### src/rtl/pucch_lprs_seq_ctrl_pkg.sv
// Shared constants and types for the PUCCH length-12 low-PAPR sequence path.
// Holds the phi code points, the phase modulus and the sequencer state type.
package pucch_pkg;

  localparam int M_ZC   = 12;
  localparam int PH_MOD = 24;

  localparam logic [1:0] PHI_M3 = 2'b10;
  localparam logic [1:0] PHI_M1 = 2'b11;
  localparam logic [1:0] PHI_P1 = 2'b00;
  localparam logic [1:0] PHI_P3 = 2'b01;

  typedef enum logic [1:0] {
    IDLE  = 2'd0,
    RUN   = 2'd1,
    DRAIN = 2'd2
  } lprs_state_t;

  // 3*phi folded into 0..23 so the phase adder only ever needs one downward wrap.
  function automatic logic [4:0] phi3_mod(input logic [1:0] code);
    logic [4:0] r;
    case (code)
      PHI_M3:  r = 5'(PH_MOD - 9);
      PHI_M1:  r = 5'(PH_MOD - 3);
      PHI_P1:  r = 5'd3;
      default: r = 5'd9;
    endcase
    return r;
  endfunction

endpackage

### src/rtl/pucch_lprs_seq_ctrl_varphi12.sv
// Combinational phi(n) lookup for length-12 base sequences, groups u = 0..29.
// Rows are packed with n = 0 in the most significant code slot.
module varphi12
  import pucch_pkg::*;
(
  input  logic [4:0] i_u,
  input  logic [3:0] i_n,
  output logic [1:0] o_phi
);

  localparam logic [1:0] N3 = PHI_M3;
  localparam logic [1:0] N1 = PHI_M1;
  localparam logic [1:0] P1 = PHI_P1;
  localparam logic [1:0] P3 = PHI_P3;

  logic [2*M_ZC-1:0] row;

  always_comb begin
    row   = '0;
    o_phi = P1;
    case (i_u)
      5'd0:  row = {N3,P1,N3,N3,N3,P3,N3,N1,P1,P1,P1,N3};
      5'd1:  row = {N3,P3,P1,N3,P1,P3,N1,N1,P1,P3,P3,P3};
      5'd2:  row = {N3,P3,P3,P1,N3,P3,N1,P1,P3,N3,P3,N3};
      5'd3:  row = {N3,N3,N1,P3,P3,P3,N3,P3,N3,P1,N1,N3};
      5'd4:  row = {N3,N1,N1,P1,P3,P1,P1,N1,P1,N1,N3,P1};
      5'd5:  row = {N3,N3,P3,P1,N3,N3,N3,N1,P3,N1,P1,P3};
      5'd6:  row = {P1,N1,P3,N1,N1,N1,N3,N1,P1,P1,P1,N3};
      5'd7:  row = {N1,N3,P3,N1,N3,N3,N3,N1,P1,N1,P1,N3};
      5'd8:  row = {N3,N1,P3,P1,N3,N1,N3,P3,P1,P3,P3,P1};
      5'd9:  row = {N3,N1,N1,N3,N3,N1,N3,P3,P1,P3,N1,N3};
      5'd10: row = {N3,P3,N3,P3,P3,N3,N1,N1,P3,P3,P1,N3};
      5'd11: row = {N3,N1,N3,N1,N1,N3,P3,P3,N1,N1,P1,N3};
      5'd12: row = {N3,N1,P3,N3,N3,N1,N3,P1,N1,N3,P3,P3};
      5'd13: row = {N3,P1,N1,N1,P3,P3,N3,N1,N1,N3,N1,N3};
      5'd14: row = {P1,P3,N3,P1,P3,P3,P3,P1,N1,P1,N1,P3};
      5'd15: row = {N3,P1,P3,N1,N1,N3,N3,N1,N1,P3,P1,N3};
      5'd16: row = {N1,N1,N1,N1,P1,N3,N1,P3,P3,N1,N3,P1};
      5'd17: row = {N1,P1,P1,N1,P1,P3,P3,N1,N1,N3,P1,N3};
      5'd18: row = {N3,P1,P3,P3,N1,N1,N3,P3,P3,N3,P3,N3};
      5'd19: row = {N3,N3,P3,N3,N1,P3,P3,P3,N1,N3,P1,N3};
      5'd20: row = {P3,P1,P3,P1,P3,N3,N1,P1,P3,P1,N1,N3};
      5'd21: row = {N3,P3,P1,P3,N3,P1,P1,P1,P1,P3,N3,P3};
      5'd22: row = {N3,P3,P3,P3,N1,N3,N3,N1,N3,P1,P3,N3};
      5'd23: row = {P3,N1,N3,P3,N3,N1,P3,P3,P3,N3,N1,N3};
      5'd24: row = {N3,N1,P1,N3,P1,P3,P3,P3,N1,N3,P3,P3};
      5'd25: row = {N3,P3,P1,N1,P3,P3,N3,P1,N1,P1,N1,P1};
      5'd26: row = {N1,P1,P3,N3,P1,N1,P1,N1,N1,N3,P1,N1};
      5'd27: row = {N3,N3,P3,P3,P3,N3,N1,P1,N3,P3,P1,N3};
      5'd28: row = {P1,N1,P3,P1,P1,N1,N1,N1,P1,P3,N3,P1};
      5'd29: row = {N3,P3,N3,P3,N3,N3,P3,N1,N1,P1,P3,N3};
      default: row = '0;
    endcase
    if (i_n < 4'(M_ZC))
      o_phi = row[2*(M_ZC-1-int'(i_n)) +: 2];
  end

endmodule

### src/rtl/pucch_lprs_seq_ctrl.sv
// Length-12 low-PAPR sequence phase sequencer: one request in, twelve phase
// indices (units of pi/12) out through a single backpressured output register.
module pucch_lprs_seq_ctrl #(
  parameter int M_ZC = 12,
  parameter int PH_W = 5
) (
  input  logic            i_clk,
  input  logic            i_rst_n,
  input  logic            i_req,
  output logic            o_ready,
  input  logic [4:0]      i_u,
  input  logic [3:0]      i_m_cs,
  output logic            o_err,
  output logic            o_valid,
  input  logic            i_ready,
  output logic [PH_W-1:0] o_phase,
  output logic [3:0]      o_n,
  output logic            o_last,
  output logic            o_busy
);
  import pucch_pkg::*;

  lprs_state_t state_q, state_d;

  logic [4:0] u_q;
  logic [3:0] m_q;
  logic [3:0] n_q;
  logic [4:0] acc_q;
  logic       valid_q;
  logic       last_q;
  logic       err_q;
  logic [4:0] phase_q;
  logic [3:0] n_out_q;

  logic       accept, bad_req, load, issue, handoff;
  logic [1:0] phi_code;
  logic [5:0] acc_sum, ph_sum;
  logic [4:0] acc_next, ph_next;

  varphi12 u_varphi12 (
    .i_u   (u_q),
    .i_n   (n_q),
    .o_phi (phi_code)
  );

  assign accept  = i_req && (state_q == IDLE);
  assign bad_req = (i_u > 5'd29) || (i_m_cs > 4'(M_ZC - 1));
  assign load    = !valid_q || i_ready;
  assign issue   = (state_q == RUN) && load;
  assign handoff = valid_q && i_ready && last_q;

  // Both sums stay below 2*24, so one conditional subtract is a full mod-24.
  assign acc_sum  = 6'(acc_q) + 6'({m_q, 1'b0});
  assign acc_next = (acc_sum >= 6'(PH_MOD)) ? 5'(acc_sum - 6'(PH_MOD)) : acc_sum[4:0];
  assign ph_sum   = 6'(acc_q) + 6'(phi3_mod(phi_code));
  assign ph_next  = (ph_sum >= 6'(PH_MOD)) ? 5'(ph_sum - 6'(PH_MOD)) : ph_sum[4:0];

  always_ff @(posedge i_clk or negedge i_rst_n) begin
    if (!i_rst_n) state_q <= IDLE;
    else          state_q <= state_d;
  end

  always_comb begin
    state_d = state_q;
    o_ready = 1'b0;
    o_busy  = 1'b1;
    case (state_q)
      IDLE: begin
        o_ready = 1'b1;
        o_busy  = 1'b0;
        if (accept && !bad_req) state_d = RUN;
      end
      RUN:   if (issue && (n_q == 4'(M_ZC - 1))) state_d = DRAIN;
      DRAIN: if (handoff) state_d = IDLE;
      default: state_d = IDLE;
    endcase
  end

  always_ff @(posedge i_clk or negedge i_rst_n) begin
    if (!i_rst_n) begin
      u_q     <= '0;
      m_q     <= '0;
      n_q     <= '0;
      acc_q   <= '0;
      valid_q <= 1'b0;
      last_q  <= 1'b0;
      err_q   <= 1'b0;
      phase_q <= '0;
      n_out_q <= '0;
    end else begin
      err_q <= accept && bad_req;
      if (accept) begin
        u_q   <= i_u;
        m_q   <= i_m_cs;
        n_q   <= '0;
        acc_q <= '0;
      end else if (issue) begin
        n_q   <= n_q + 4'd1;
        acc_q <= acc_next;
      end
      if (issue) begin
        valid_q <= 1'b1;
        phase_q <= ph_next;
        n_out_q <= n_q;
        last_q  <= (n_q == 4'(M_ZC - 1));
      end else if (valid_q && i_ready) begin
        valid_q <= 1'b0;
        last_q  <= 1'b0;
      end
    end
  end

  assign o_valid = valid_q;
  assign o_phase = PH_W'(phase_q);
  assign o_n     = n_out_q;
  assign o_last  = last_q;
  assign o_err   = err_q;

endmodule

### config.mk
export PLATFORM = sky130hd
export DESIGN_NAME = pucch_lprs_seq_ctrl
export DESIGN_NICKNAME = d
export VERILOG_FILES = /design/src/rtl/pucch_lprs_seq_ctrl_pkg.sv /design/src/rtl/pucch_lprs_seq_ctrl_varphi12.sv /design/src/rtl/pucch_lprs_seq_ctrl.sv
export SDC_FILE = /design/constraint.sdc
export NUM_CORES = 1
export LEC_CHECK = 0
export CAP_MARGIN = 40
export CORE_ASPECT_RATIO = 2
export CORE_UTILIZATION = 25
export DETAILED_ROUTE_END_ITERATION = 16
export GPL_TIMING_DRIVEN = 0
export HOLD_SLACK_MARGIN = 0.06
export SLEW_MARGIN = 30
export SYNTH_ARGS = -nofsm -noshare
export SYNTH_HDL_FRONTEND = slang
export SYNTH_SLANG_ARGS = --single-unit
### constraint.sdc
create_clock -name i_clk -period 5.6 [get_ports i_clk]
set_input_delay 1.68 -clock i_clk [delete_from_list [all_inputs] [get_ports i_clk]]
set_output_delay 1.68 -clock i_clk [all_outputs]
set_load 0.05 [all_outputs]
==> key figures, run 1 <==
Status
  • Outcome: finished, final reports clean

Floorplan
  • Core Footprint: 12120 um^2
  • Starting Density: 0.2574
  • I/O pins: 27
  • Die ar.: 12960 um^2
  • Die Span X: 81 um
  • Die Y: 160 um
  • Row count: 57

Global routing
  • Grt peak-use layer: met2
  • GRT Overall Usage: 0.2110
  • Vias in the first global route: 3487
  • First-pass GRT wire length: 19870 um
  • GRT overflow: 0
  • Met2 GRT Util: 0.3904
  • Grt met3 use: 0.02571
  • Largest net degree at the start of global routing: 25
  • Initial antenna violation count: 0
  • M1 GR Usage: 0.1864

Timing
  • RSZ-0062 raised after global routing: no
  • Final Slew Violations: 0
  • Worst Skew: 0.008630 ns
  • Worst slew pin tran: 0.6376 ns
  • Min Tclk post-route: 4.911 ns
  • Final Hold Fails: 0
  • Slew HR: 0.5717
  • Number of setup violations in the final report: 0
  • Fin crit share: 0.8770
  • Max Clock Freq: 203.6 MHz
  • Fin Hold WS: 0.4646 ns
  • Setup TNS: 0 ns

Hold path
  • Hold path depth: 1
  • Hold Path Sink: o_phase[0]$_DFFE_PN0P_
  • Min-delay src: o_phase[0]$_DFFE_PN0P_
  • Hold/Removal Path Class: reg2reg

Clock network
  • CTS H-tree depth: 2
  • Total CTS buffers: 5
  • Post-CTS Setup Bufs: 0
  • Clock Sinks: 31
  • CTS tree: done
  • Count of hold-fix buffers inserted at cts: 0
  • Post-CTS sizing: 0
  • Clock slew at reported path FFs: 0.06 ns
  • CTS Buffer Depth: 2
  • Clk root buf: clkbuf_16
  • Clk_lat worst skew: 0.29 ns

Flow run
  • Max-cap violations: 0

Yosys
  • Register area share after synthesis: 0.2486
  • Xor and xnor fraction of the mapped netlist area: 0.02245
  • Most common cell in the netlist: nand2_1
  • Largest area contributor in the netlist: dfrtp_1
  • Complex-gate fraction of the synthesized area: 0.2490
  • Post-synth EDFFs: 0
  • Ys flop type: dfrtp_1
  • Register bit total from synthesis: 31
  • FFs w/ async S/R, synth: 1.000
  • Largest cells by area after synthesis: dfrtp_1 25%, ha_1 11%, nand2_1 5.4%, o21ai_0 4.5%, a21oi_1 3.5%
  • Mapped cell area: 3120 um^2
  • Post-synth top area share: 0.2486
  • Unique masters post-synth: 63
  • Syn avg cell area: 8.190 um^2
  • Synth top cells by count: 45 x nand2_1, 31 x dfrtp_1, 28 x o21ai_0, 27 x ha_1, 22 x a21oi_1
  • Yosys warns: 0
  • Post-Synth Adder-Cell Area: 0.1147
  • Largest family of logic cells by synthesized area: compound AO/OA/AOI/OAI gates
  • Multiplexer area fraction after synthesis: 0.07739
  • Synthesized Nets: 422
  • Post-synthesis simple-gate area fraction: 0.2229
  • Post-Synthesis Cells: 381

Place
  • IO Port Bufs: 26
  • DP HPWL: 9980 um
  • Final Wtd Congestion: 1.021
  • Placed Cells: 555

Drt
  • Routed vias/inst: 5.888
  • Drt drc: 0
  • DR vias: 3315
  • Drt pass-1 iters: 5
  • Wire length per cell after detailed routing: 22.75 um
  • Antenna Nets Post-Route: 0
  • Total Wirelength: 12810 um
  • Initial DRC Count: 387

Cells and area
  • Layout cells sized above 1: 0.1130
  • Non-filler cells, final: 563
  • Layout Utilization: 0.3092
  • Area delta synth->final: 20.13%
  • Ant diodes: 0
  • Nets: 456

Critical path
  • Setup crit end kind: flop
  • CP Launch Type: flop
  • Crit Path Max Fanout: 10
  • Worst R2R Path Depth: 18
  • FF-to-FF setup slack: 0.69 ns
  • Worst reg2reg endpoint: o_phase[3]$_DFFE_PN0P_
  • Worst Path Arrival: 5.11 ns
  • RR Startpoint: u_q[0]$_DFFE_PN0P_
  • Setup CP Type: reg2reg
  • Worst EP required: 5.80 ns
## cells in the final DEF, fill, tap and decap left out, types with 5 or more instances in the layout
cell type / n
nand2b_1: 12
ha_1: 27
clkbuf_1: 10
clkdlybuf4s50_1: 25
a31oi_1: 5
o21ai_0: 28
nor2b_1: 9
buf_4: 5
clkbuf_16: 5
nor2_1: 20
mux2_2: 6
o2111ai_1: 5
xnor2_1: 7
dfrtp_1: 31
nand2_1: 45
inv_1: 8
buf_2: 13
a21oi_1: 22
mux2i_1: 11
nand4_1: 5
a311oi_1: 5
nand3_1: 20
o211ai_1: 11
nor3_1: 11
## per-layer routing
layer,share of wire,vias to the layer above
li1,-,1468
met1,0.31,1567
met2,0.55,194
met3,0.045,86
met4,0.095,0
met5,0,-
## critical path: stages, from the launching register on
cell	delay, ns
dfrtp_1	0.47
buf_2	0.32
inv_1	0.20
ha_1	0.53
nand2_4	0.13
o2bb2ai_1	0.15
a211oi_1	0.47
a31oi_1	0.13
o2111a_1	0.32
a311o_1	0.32
ha_1	0.21
nor2_1	0.09
nor2_1	0.05
ha_1	0.30
a21o_1	0.21
a21oi_1	0.35
nand2_1	0.11
o32a_1	0.30
o21ai_0	0.15
## how the worst max path moves through the flow
stage | startpoint | endpoint | slack, ns | cells after the start
floorplan | u_q[0]$_DFFE_PN0P_ | o_phase[3]$_DFFE_PN0P_ | 1.74 | 18
global placement | u_q[0]$_DFFE_PN0P_ | o_phase[3]$_DFFE_PN0P_ | 0.85 | 18
detailed placement | u_q[0]$_DFFE_PN0P_ | o_phase[3]$_DFFE_PN0P_ | 0.78 | 18
CTS | u_q[0]$_DFFE_PN0P_ | o_phase[3]$_DFFE_PN0P_ | 0.76 | 18
global route | u_q[0]$_DFFE_PN0P_ | o_phase[3]$_DFFE_PN0P_ | 0.39 | 18
finish | u_q[0]$_DFFE_PN0P_ | o_phase[3]$_DFFE_PN0P_ | 0.69 | 18
## metrics by stage
step | cell area [um^2] | worst slack (ns)
after floorplan | 3120 | 1.739
after global placement | 3565 | 0.8480
after detailed placement | 3580 | 0.7800
after CTS | 3749 | 0.7555
after global routing | 3749 | 0.3919
final | 3749 | 0.6886
## registers in the layout, indices dropped and copies added (netlist names)
name and count:
acc_q 4, o_n 4, state_q 2, o_err 1
m_q 4, u_q 5, o_valid 1, n_q 4
o_phase 5, o_last 1
## layout make-up
| type | count | area (um^2) |
|---|---|---|
| clock inverters | 3 | 43.79 |
| plain buffers | 30 | 161.4 |
| flip-flops and latches | 31 | 775.7 |
| well taps | 147 | 183.9 |
| multi-input cells | 309 | 2142 |
| clock buffers | 5 | 125.1 |
| inverters | 11 | 41.29 |
| repair buffers | 27 | 275.3 |
| fillers | 1338 | 8376 |
## logic make-up after synthesis
family,Yosys count
adders and majority gates,28
DFF,31
xor gates and xnor gates,8
and+or+nand+nor,140
muxes,20
AOI/OAI and AO/OA,113
buffers and inverters,41
Power of run 1 is left out: the tool's default activity adds up to more than one toggle a clock period on the data nets, which glitch-free logic cannot reach.
==> run 2, diff against run 1 <==
- ABC_AREA: unset -> 1
- clock period: 5.6 -> 5.2 ns (I/O delays scaled with it)
==> key figures, run 2 <==
Status
  • Outcome: finished, final reports clean

Critical path
  • Slowest stage delay, CP: 0.64 ns (+0.11 ns)
  • Setup CP Type: reg2reg
  • Most frequent CP cell: nand2_1
  • Delay-heaviest family, CP: simple AND/OR/NAND/NOR gates
  • FF-to-FF setup slack: 0.73 ns (+0.04 ns)
  • Worst reg2reg endpoint: o_phase[4]$_DFFE_PN0P_
  • Buf/Inv on CP: 3 (+1)
  • Worst EP required: 5.36 ns (-0.44 ns)
  • Crit Path Max Fanout: 13 (+3)
  • RR Startpoint: u_q[1]$_DFFE_PN0P_
  • Worst Path Arrival: 4.63 ns (-0.48 ns)
  • CP Launch Type: flop
  • CP max-delay cell: dfrtp_1
  • Setup crit end kind: flop
  • Worst R2R Path Depth: 26 (+8)

Timing
  • Min Tclk post-route: 4.470 ns (-0.4410 ns)
  • Max Clock Freq: 223.7 MHz (+9.9%)
  • Final Hold Fails: 0 (unchanged)
  • Final Slew Violations: 0 (unchanged)
  • Worst slew pin tran: 0.6206 ns (-0.01695 ns)
  • Slew HR: 0.5862 (+0.01457)
  • RSZ-0062 raised after global routing: no
  • Worst Skew: 0.006829 ns (-0.001801 ns)
  • Final worst slack: 0.7296 ns (+0.04103 ns)
  • Fin crit share: 0.8597 (-0.01735)
  • Number of setup violations in the final report: 0 (unchanged)
  • Setup TNS: 0 ns (unchanged)

Yosys
  • Ys flop type: dfrtp_1
  • Synthesized Nets: 532 (+26%)
  • Synth top cells by count: 174 x nand2_1, 74 x nand3_1, 42 x inv_1, 39 x nor2_1, 31 x dfrtp_1
  • Most common cell in the netlist: nand2_1
  • Syn avg cell area: 6.259 um^2 (-24%)
  • FFs w/ async S/R, synth: 1.000 (unchanged)
  • Post-synth EDFFs: 0 (unchanged)
  • Post-Synthesis Cells: 491 (+29%)
  • Largest cells by area after synthesis: dfrtp_1 25%, nand2_1 21%, nand3_1 12%, ha_1 11%, inv_1 5.1%
  • Mapped cell area: 3073 um^2 (-1.5%)
  • Register area share after synthesis: 0.2524 (+0.003846)
  • Post-synth top area share: 0.2524 (+0.003846)
  • Register bit total from synthesis: 31 (unchanged)
  • Unique masters post-synth: 37 (-41%)
  • Yosys warns: 0 (unchanged)
  • Largest area contributor in the netlist: dfrtp_1

Drt
  • Max layer used: met4
  • Met3 wire len: 503 um (-13%)
  • Wire length on met1: 4099 um (+2.9%)
  • Wire length per cell after detailed routing: 18.68 um (-18%)
  • Drt drc: 0 (unchanged)
  • Met2 wire len: 6845 um (-2.6%)
  • DR vias: 3521 (+6.2%)
  • Initial DRC Count: 260 (-33%)
  • Antenna Nets Post-Route: 0 (unchanged)
  • Drt pass-1 iters: 7 (+2)
  • Routed vias/inst: 5.232 (-11%)
  • Total Wirelength: 12570 um (-1.8%)

Place
  • Post-Place Worst Slack: 0.7749 ns (-0.005052 ns)
  • IO Port Bufs: 26 (unchanged)
  • Final Wtd Congestion: 1.016 (-0.50%)
  • DP HPWL: 9959 um (-0.21%)

Global routing
  • First-pass GRT wire length: 19480 um (-2.0%)
  • Largest net degree at the start of global routing: 29 (+16%)
  • GRT overflow: 0 (unchanged)
  • Vias in the first global route: 3567 (+2.3%)
  • GRT Overall Usage: 0.2095 (-0.001545)
  • Initial antenna violation count: 0 (unchanged)

Hold path
  • Min-delay src: o_phase[0]$_DFFE_PN0P_
  • Hold/Removal Path Class: reg2reg
  • Hold Path Sink: o_phase[0]$_DFFE_PN0P_
  • Hold path depth: 1 (unchanged)

Cells and area
  • Layout cells sized above 1: 0.07605 (-0.03694)
  • Fillers: 1318 (-1.5%)
  • Most frequent cells in the layout: 174 x nand2_1, 74 x nand3_1, 42 x inv_1
  • Area delta synth->final: 19.67%
  • Multi-input gate area: 1986 um^2 (-7.3%)
  • Ant diodes: 0 (unchanged)
  • Commonest non-fill, non-tap cell in the layout: nand2_1
  • Reg area: 775.7 um^2 (unchanged)
  • Nets: 566 (+24%)

Clock network
  • Clk root buf: clkbuf_16
  • Clk_lat worst skew: 0.28 ns (about the same)
  • Post-CTS Setup Bufs: 0 (unchanged)
  • Clock slew at reported path FFs: 0.06 ns (about the same)
  • CTS tree: done
  • Total CTS buffers: 5 (unchanged)
  • Post-CTS sizing: 0 (unchanged)
  • Clock Sinks: 31 (unchanged)
  • CTS H-tree depth: 2 (unchanged)
  • Count of hold-fix buffers inserted at cts: 0 (unchanged)
  • CTS Buffer Depth: 2 (unchanged)

Floorplan
  • Starting Density: 0.2550 (-0.002422)
  • Die Y: 158.8 um (-0.76%)
  • Core Footprint: 12050 um^2 (-0.59%)
  • Die Span X: 80.40 um (-0.75%)
  • I/O pins: 27 (unchanged)
  • Die ar.: 12770 um^2 (-1.5%)
  • Row count: 57 (unchanged)

Flow run
  • Max-cap violations: 0 (unchanged)
## run 2: how the worst max path moves through the flow
stage,start,end,slack [ns],cells past startpoint
after floorplan,u_q[1]$_DFFE_PN0P_,o_phase[4]$_DFFE_PN0P_,1.72,24
after detailed placement,u_q[1]$_DFFE_PN0P_,o_phase[4]$_DFFE_PN0P_,0.77,26
after global routing,u_q[1]$_DFFE_PN0P_,o_phase[4]$_DFFE_PN0P_,0.31,26
final,u_q[1]$_DFFE_PN0P_,o_phase[4]$_DFFE_PN0P_,0.73,26
after global placement,u_q[1]$_DFFE_PN0P_,o_phase[4]$_DFFE_PN0P_,0.86,26
after CTS,u_q[1]$_DFFE_PN0P_,o_phase[4]$_DFFE_PN0P_,0.76,26
## run 2: area by class of cell
type / instances / share of cell area
sequential: 31 / 0.2110
buffer: 23 / 0.03709
inverter: 46 / 0.04764
timing repair buffer: 27 / 0.07486
clock buffer: 5 / 0.03403
multi-input combinational: 391 / 0.5400
clock inverter: 3 / 0.005444
tap: 147 / 0.05002
## run 2: cell families (layout without fill, tap and decap cells)
group / Yosys count / in the layout / synth area share
XOR/XNOR: 4 / 4 / 0.01140
buffers and inverters: 69 / 104 / 0.1014
adder cells (fa/ha/maj): 28 / 28 / 0.1164
AND/OR/NAND/NOR: 308 / 308 / 0.4239
AO/OA/AOI/OAI: 51 / 51 / 0.09447
flip-flops: 31 / 31 / 0.2524
## run 2: metal layers
layer	vias to the layer above	track usage
met5	-	0
met4	0	0.1851
met3	73	0.02816
met2	163	0.3856
met1	1635	0.1869
li1	1650	-
## run 2: worst register-to-register path: cells and delay by family, from the launching register on
family / cells / cell delay (ns)
buffers and inverters: 3 / 0.57
flip-flops: 1 / 0.64
AO/OA/AOI/OAI: 4 / 0.70
adder cells (fa/ha/maj): 3 / 0.92
AND/OR/NAND/NOR: 16 / 1.52
## run 2: through the flow
step | util | hold slack [ns] | std cells | cell area [um^2]
final | 0.3051 | 0.4773 | 673 | 3677
after global routing | 0.3051 | 0.5131 | 673 | 3677
after CTS | 0.3051 | 0.4766 | 673 | 3677
after detailed placement | 0.2931 | 0.4517 | 665 | 3532
after global placement | 0.2918 | 0.4582 | 664 | 3517
after floorplan | - | 0.4553 | 491 | 3073
Power of run 2 is left out for the same reason.
